`config.mk`:
```
export PLATFORM = sky130hd
export DESIGN_NAME = alu_arbiter_flat
export DESIGN_NICKNAME = d
export VERILOG_FILES = /design/src/rtl/alu_arbiter_if.sv /design/src/rtl/alu_arbiter.sv /design/src/flat_wrapper.sv
export SDC_FILE = /design/constraint.sdc
export NUM_CORES = 1
export LEC_CHECK = 0
export ABC_AREA = 0
export CORE_AREA = 2 2 163 165
export CTS_CLUSTER_DIAMETER = 50
export CTS_CLUSTER_SIZE = 14
export DETAILED_ROUTE_END_ITERATION = 12
export DIE_AREA = 0 0 165 167
export GPL_TIMING_DRIVEN = 1
export PLACE_DENSITY_LB_ADDON = 0.05
export REMOVE_ABC_BUFFERS = 1
export SLEW_MARGIN = 10
export SYNTH_ARGS = -nofsm -noshare
export SYNTH_HDL_FRONTEND = slang
export SYNTH_SLANG_ARGS = --single-unit
```
`constraint.sdc`:
```
create_clock -name clk -period 2.2 [get_ports clk]
set_input_delay 0.22 -clock clk [delete_from_list [all_inputs] [get_ports clk]]
set_output_delay 0.22 -clock clk [all_outputs]
set_load 0.01 [all_outputs]
```
`src/rtl/alu_arbiter_if.sv`:
```
// Handshake and ALU bundle between the requesting pipeline units,
// the shared ALU and the alu_arbiter.
interface alu_arbiter_if #(
    parameter int N_REQ = 4,
    parameter int WIDTH = 32,
    parameter int ID_W  = 2
);
    logic [N_REQ-1:0]       req_valid;
    logic [N_REQ-1:0]       req_ready;
    logic [N_REQ*WIDTH-1:0] req_a;
    logic [N_REQ*WIDTH-1:0] req_b;
    logic [N_REQ*4-1:0]     req_op;
    logic [WIDTH-1:0]       alu_a;
    logic [WIDTH-1:0]       alu_b;
    logic [3:0]             alu_op;
    logic [WIDTH-1:0]       alu_out;
    logic                   rsp_valid;
    logic                   rsp_ready;
    logic [WIDTH-1:0]       rsp_data;
    logic [ID_W-1:0]        rsp_id;
    logic                   rsp_err;

    // Environment side: requesters, response consumer and the ALU itself.
    modport master (
        output req_valid, req_a, req_b, req_op, alu_out, rsp_ready,
        input  req_ready, alu_a, alu_b, alu_op, rsp_valid, rsp_data, rsp_id, rsp_err
    );

    // Arbiter side.
    modport slave (
        input  req_valid, req_a, req_b, req_op, alu_out, rsp_ready,
        output req_ready, alu_a, alu_b, alu_op, rsp_valid, rsp_data, rsp_id, rsp_err
    );
endinterface

```
`src/rtl/alu_arbiter.sv`:
```
// Round-robin arbiter sharing one combinational ALU among N_REQ requesters.
// The winner's operands drive the ALU in the grant cycle and the result is
// captured into a one-entry response slot tagged with the winner's index.
module alu_arbiter #(
    parameter int N_REQ = 4,
    parameter int WIDTH = 32,
    parameter int ID_W  = 2
) (
    input logic         clk,
    input logic         rst,
    alu_arbiter_if.slave bus
);
    typedef enum logic {EMPTY = 1'b0, FULL = 1'b1} state_t;

    state_t             state;
    logic [ID_W-1:0]    ptr;
    logic [WIDTH-1:0]   data;
    logic [ID_W-1:0]    id;
    logic               err;

    logic               found;
    logic [ID_W-1:0]    win;
    logic               slot_free;
    logic               grant;
    logic [WIDTH-1:0]   sel_a;
    logic [WIDTH-1:0]   sel_b;
    logic [3:0]         sel_op;
    logic [N_REQ-1:0]   ready;

    // Opcodes 11..14 have no ALU meaning.
    function automatic logic is_illegal(input logic [3:0] op);
        return (op >= 4'd11) && (op <= 4'd14);
    endfunction

    // Pointer moves one past the winner, wrapping at N_REQ (not a power of two in general).
    function automatic logic [ID_W-1:0] next_ptr(input logic [ID_W-1:0] i);
        if (int'(i) == N_REQ - 1)
            return '0;
        else
            return i + ID_W'(1);
    endfunction

    // Winner search: indices ptr..N_REQ-1 first, then 0..ptr-1.
    always_comb begin
        found = 1'b0;
        win   = '0;
        for (int i = 0; i < N_REQ; i++) begin
            if (!found && (ID_W'(i) >= ptr) && bus.req_valid[ID_W'(i)]) begin
                found = 1'b1;
                win   = ID_W'(i);
            end
        end
        for (int i = 0; i < N_REQ; i++) begin
            if (!found && (ID_W'(i) < ptr) && bus.req_valid[ID_W'(i)]) begin
                found = 1'b1;
                win   = ID_W'(i);
            end
        end
    end

    // Slot can take a new result when empty or when it drains this cycle.
    assign slot_free = (state == EMPTY) || bus.rsp_ready;
    assign grant     = slot_free && found && !rst;

    // Winner's operand mux; independent of the grant decision so req_ready never sees data.
    always_comb begin
        sel_a  = '0;
        sel_b  = '0;
        sel_op = 4'hF;
        for (int i = 0; i < N_REQ; i++) begin
            if (win == ID_W'(i)) begin
                sel_a  = bus.req_a[i*WIDTH +: WIDTH];
                sel_b  = bus.req_b[i*WIDTH +: WIDTH];
                sel_op = bus.req_op[i*4 +: 4];
            end
        end
    end

    // One-hot grant to the winner, zero when no grant is possible.
    always_comb begin
        ready = '0;
        if (grant)
            ready[win] = 1'b1;
    end

    assign bus.req_ready = ready;

    // Idle ALU sees 0/0/NOP so its inputs do not toggle.
    assign bus.alu_a  = grant ? sel_a  : '0;
    assign bus.alu_b  = grant ? sel_b  : '0;
    assign bus.alu_op = grant ? sel_op : 4'hF;

    // Slot state machine, round-robin pointer and response capture.
    always_ff @(posedge clk or posedge rst) begin
        if (rst) begin
            state <= EMPTY;
            ptr   <= '0;
            data  <= '0;
            id    <= '0;
            err   <= 1'b0;
        end else begin
            if (grant) begin
                state <= FULL;
                ptr   <= next_ptr(win);
                id    <= win;
                if (is_illegal(sel_op)) begin
                    data <= '0;
                    err  <= 1'b1;
                end else begin
                    data <= bus.alu_out;
                    err  <= 1'b0;
                end
            end else if ((state == FULL) && bus.rsp_ready) begin
                state <= EMPTY;
            end
        end
    end

    assign bus.rsp_valid = (state == FULL);
    assign bus.rsp_data  = data;
    assign bus.rsp_id    = id;
    assign bus.rsp_err   = err;
endmodule
```
`src/flat_wrapper.sv`:
```
// flat-port wrapper written by rule: the top's interface ports become plain ports
module alu_arbiter_flat 
#(
    parameter int N_REQ = 4,
    parameter int WIDTH = 32,
    parameter int ID_W  = 2
)
  (clk, rst, bus_req_valid, bus_req_a, bus_req_b, bus_req_op, bus_alu_out, bus_rsp_ready, bus_req_ready, bus_alu_a, bus_alu_b, bus_alu_op, bus_rsp_valid, bus_rsp_data, bus_rsp_id, bus_rsp_err);
  alu_arbiter_if #(.N_REQ(N_REQ), .WIDTH(WIDTH), .ID_W(ID_W)) bus_i ();
  input logic clk;
  input logic rst;
  input wire logic [$bits(bus_i.req_valid)-1:0] bus_req_valid;
  input wire logic [$bits(bus_i.req_a)-1:0] bus_req_a;
  input wire logic [$bits(bus_i.req_b)-1:0] bus_req_b;
  input wire logic [$bits(bus_i.req_op)-1:0] bus_req_op;
  input wire logic [$bits(bus_i.alu_out)-1:0] bus_alu_out;
  input wire logic [$bits(bus_i.rsp_ready)-1:0] bus_rsp_ready;
  output wire logic [$bits(bus_i.req_ready)-1:0] bus_req_ready;
  output wire logic [$bits(bus_i.alu_a)-1:0] bus_alu_a;
  output wire logic [$bits(bus_i.alu_b)-1:0] bus_alu_b;
  output wire logic [$bits(bus_i.alu_op)-1:0] bus_alu_op;
  output wire logic [$bits(bus_i.rsp_valid)-1:0] bus_rsp_valid;
  output wire logic [$bits(bus_i.rsp_data)-1:0] bus_rsp_data;
  output wire logic [$bits(bus_i.rsp_id)-1:0] bus_rsp_id;
  output wire logic [$bits(bus_i.rsp_err)-1:0] bus_rsp_err;
  assign bus_i.req_valid = bus_req_valid;
  assign bus_i.req_a = bus_req_a;
  assign bus_i.req_b = bus_req_b;
  assign bus_i.req_op = bus_req_op;
  assign bus_i.alu_out = bus_alu_out;
  assign bus_i.rsp_ready = bus_rsp_ready;
  assign bus_req_ready = bus_i.req_ready;
  assign bus_alu_a = bus_i.alu_a;
  assign bus_alu_b = bus_i.alu_b;
  assign bus_alu_op = bus_i.alu_op;
  assign bus_rsp_valid = bus_i.rsp_valid;
  assign bus_rsp_data = bus_i.rsp_data;
  assign bus_rsp_id = bus_i.rsp_id;
  assign bus_rsp_err = bus_i.rsp_err;
  alu_arbiter #(.N_REQ(N_REQ), .WIDTH(WIDTH), .ID_W(ID_W)) u_core (.clk(clk), .rst(rst), .bus(bus_i));
endmodule
```
==> results.sh <==
export IMPL_first_iter_violations=105
export IMPL_rsz0062_at_grt="no"
export IMPL_peakVddDrop_uv=290.0
export IMPL_critical_path_required_ns=1.98
export IMPL_vias_per_cell=3.646
export IMPL_pwr_share_clk_pct=23.9
export IMPL_core_sq_mm=0.02576
export IMPL_synth_top_family_by_area="simple AND/OR/NAND/NOR gates"
export IMPL_io_buffers=277
export IMPL_synth_flop_cell="dfrtp_1"
export IMPL_synth_edff_count=0
export IMPL_ys_seq_area_share_pct=35.82
export IMPL_synthMuxAreaShare_pct=0.9950
export IMPL_grt_pass1_vias=3860
export IMPL_place_gp_congestion=0.7458
export IMPL_start_util_pct=9.762
export IMPL_insertion_delay_ns=0.28
export IMPL_cp_max_fo=14
export IMPL_drt_total_wl_mm=16.48
export IMPL_drv_cap=0
export IMPL_htreeDepth=2
export IMPL_cts_root_buffer="clkbuf_16"
export IMPL_clock_sinks=36
export IMPL_ys_types=23
export IMPL_power_switching_uw=967.7
export IMPL_grt_usage_pct=11.46
export IMPL_p_sw_share_pct=32.02
export IMPL_p_int_uw=2054
export IMPL_multi_input_area_sq_mm=0.001450
export IMPL_finalCritPeriodShare_pct=95.65
export IMPL_route_detailed_drc=0
export IMPL_cpMostUsedCell="buf_12"
export IMPL_dp_hpwl_mm=13.34
export IMPL_power_share_combinational_pct=48.3
export IMPL_cp_top_family="buffers and inverters"
export IMPL_area_growth_pct=141.7
export IMPL_final_cell_mix="205 x clkdlybuf4s50_1, 201 x nand2_1, 63 x a21oi_1"
export IMPL_synth_warnings=0
export IMPL_die_h_um=167
export IMPL_final_cells=1027
export IMPL_critPathMaxStageDelay_ns=0.37
export IMPL_grt_antenna_before_repair=3
export IMPL_routed_wire_length_per_instance_um=16.05
export IMPL_seqPwrFrac_pct=27.8
export IMPL_fp_dieW_um=165
export IMPL_crit_path_cell_trace="nor2b_4, o21ai_4, buf_12, buf_4, buf_12, nand2_1, a21oi_1, dlygate4sd2_1"
export IMPL_cpMaxStageDelayCell="dfrtp_1"
export IMPL_cts_tree="built"
export IMPL_max_freq_mhz=475.2
export IMPL_vias=3744
export IMPL_grt_pass1_wl_mm=24.36
export IMPL_synth_xor_area_share_pct=0
export IMPL_synthArstFlopShare_pct=100.0
export IMPL_crit_type="reg -> out"
export IMPL_die_area_sq_mm=0.02756
export IMPL_grt_max_degree=29
export IMPL_cp_arrival_ns=1.88
export IMPL_finalHoldViolCount=0
export IMPL_avgSynthCellArea_sq_um=6.335
export IMPL_row_count=59
export IMPL_endpoint_kind="output port"
export IMPL_clk_path_buf_depth=2
export IMPL_clkTransAtPathRegs_ns=0.06
export IMPL_placed_cells=1012
export IMPL_synth_adder_area_share_pct=0
export IMPL_slew_violations=0
export IMPL_status="finished, final reports clean"
export IMPL_cts_buffers=5
export IMPL_io_pins=419
export IMPL_syn_inst=397
export IMPL_fillers=2894
export IMPL_p_per_area_mw_per_mm2=497.2
export IMPL_final_common_cell="clkdlybuf4s50_1"
export IMPL_nets=1000
export IMPL_detail_route_antenna_nets=0
export IMPL_crit_buf_inv=4
export IMPL_setup_viol=0
export IMPL_clock_skew_final_ns=0.002450
export IMPL_netlist_area_sq_mm=0.002515
export IMPL_drive_gt1_share_pct=11.88
export IMPL_register_area_sq_um=900.9
export IMPL_hold_class="in -> async"
export IMPL_firstDrtPassIters=4
export IMPL_fin_crit_ns=2.104
export IMPL_synth_compound_area_share_pct=21.64
export IMPL_fin_util_pct=23.59
export IMPL_synth_seq_cells=36
export IMPL_globalRouteOverflowTotal=0
export IMPL_startpoint_type="register"
export IMPL_synthSimpleGateAreaFrac_pct=33.18
export IMPL_leakage_uw=0.002741
[power by group through the flow]
stage | logic, uW | clock network, uW | registers, uW
after floorplan | 418 | 0 | 892
after global placement | 1520 | 0 | 846
after detailed placement | 1520 | 0 | 846
after CTS | 1500 | 759 | 842
after global routing | 1610 | 784 | 857
final | 1460 | 723 | 839
[cell families (layout without fill, tap and decap cells)]
family | Yosys count | after routing
multiplexers | 2 | 2
buffers and inverters | 39 | 330
AO/OA/AOI/OAI | 104 | 104
AND/OR/NAND/NOR | 215 | 215
flip-flops | 36 | 36
other | 1 | 5
[per-stage QoR]
step | worst slack, ns | instance area, sq um | TNS (ns) | power, uW | hold WS, ns
after floorplan | -0.7746 | 2323 | -48.19 | 1310 | 0.3473
after global placement | -0.2704 | 5996 | -15.42 | 2370 | 0.4684
after detailed placement | -0.2703 | 5996 | -16.08 | 2363 | 0.4754
after CTS | 0.0003528 | 6142 | 0 | 3105 | 0.2764
after global routing | 0.001798 | 6076 | 0 | 3251 | 0.3142
final | 0.09571 | 6078 | 0 | 3022 | 0.2626
[path summary, 6_finish.rpt]
path	cells past startpoint	to	slack, ns	from
max reg2reg	10	u_core.bus.rsp_err	0.1	u_core.ptr[1]
min reg2reg	2	u_core.bus.rsp_data[29]	0.48	u_core.bus.rsp_data[29]
min in group clk	4	u_core.bus.rsp_valid	0.44	bus_req_valid[0]
max in group asynchronous	3	u_core.bus.rsp_data[21]	1.44	rst
min	2	u_core.bus.rsp_valid	0.26	rst
max	8	bus_alu_b[29]	0.1	u_core.ptr[0]
[sequential cells by signal (all words and copies together) (netlist names)]
register              count
u_core.bus.rsp_data      32
u_core.bus.rsp_err        1
u_core.bus.rsp_valid      1
u_core.ptr                2
[synthesized netlist by cell type, types with 2 or more instances]
| library cell | count | area share (%) |
|---|---|---|
| nor2_1 | 4 | 0.60 |
| buf_4 | 9 | 2.7 |
| inv_1 | 2 | 0.30 |
| nand2b_1 | 2 | 0.50 |
| o21ai_0 | 4 | 0.80 |
| a21boi_0 | 2 | 0.60 |
| o21ai_1 | 30 | 6.0 |
| dfrtp_1 | 36 | 36 |
| a21oi_1 | 64 | 13 |
| and3b_1 | 2 | 0.70 |
| nand3_1 | 4 | 0.80 |
| nand2_1 | 201 | 30 |
| clkbuf_1 | 7 | 1.0 |
| buf_2 | 21 | 4.2 |
[repair_timing]
action	in CTS	in global routing
hold buffers	0	0
cloned	1	0
setup endpoints to repair	70	32
buffers inserted	4	0
resized for setup	100	31
[per-layer routing]
metal	part of all wire (%)	GRT usage [%]	up-vias	wire, um
met5	0.079	0	-	13
met4	0.58	1.588	2	95
met3	15	6.052	8	2449
met2	46	19.69	194	7627
met1	38	12.77	1688	6298
li1	-	-	1852	-
[final cells by class]
| class | count | share of cell area (%) |
|---|---|---|
| repair buffers | 320 | 51.81 |
| multi-input cells | 324 | 23.86 |
| flip-flops and latches | 36 | 14.82 |
| well taps | 335 | 6.896 |
| clock buffers | 8 | 2.408 |
| inverters | 2 | 0.1235 |
| diodes | 2 | 0.08234 |
(Power assumes the default switching activity.)
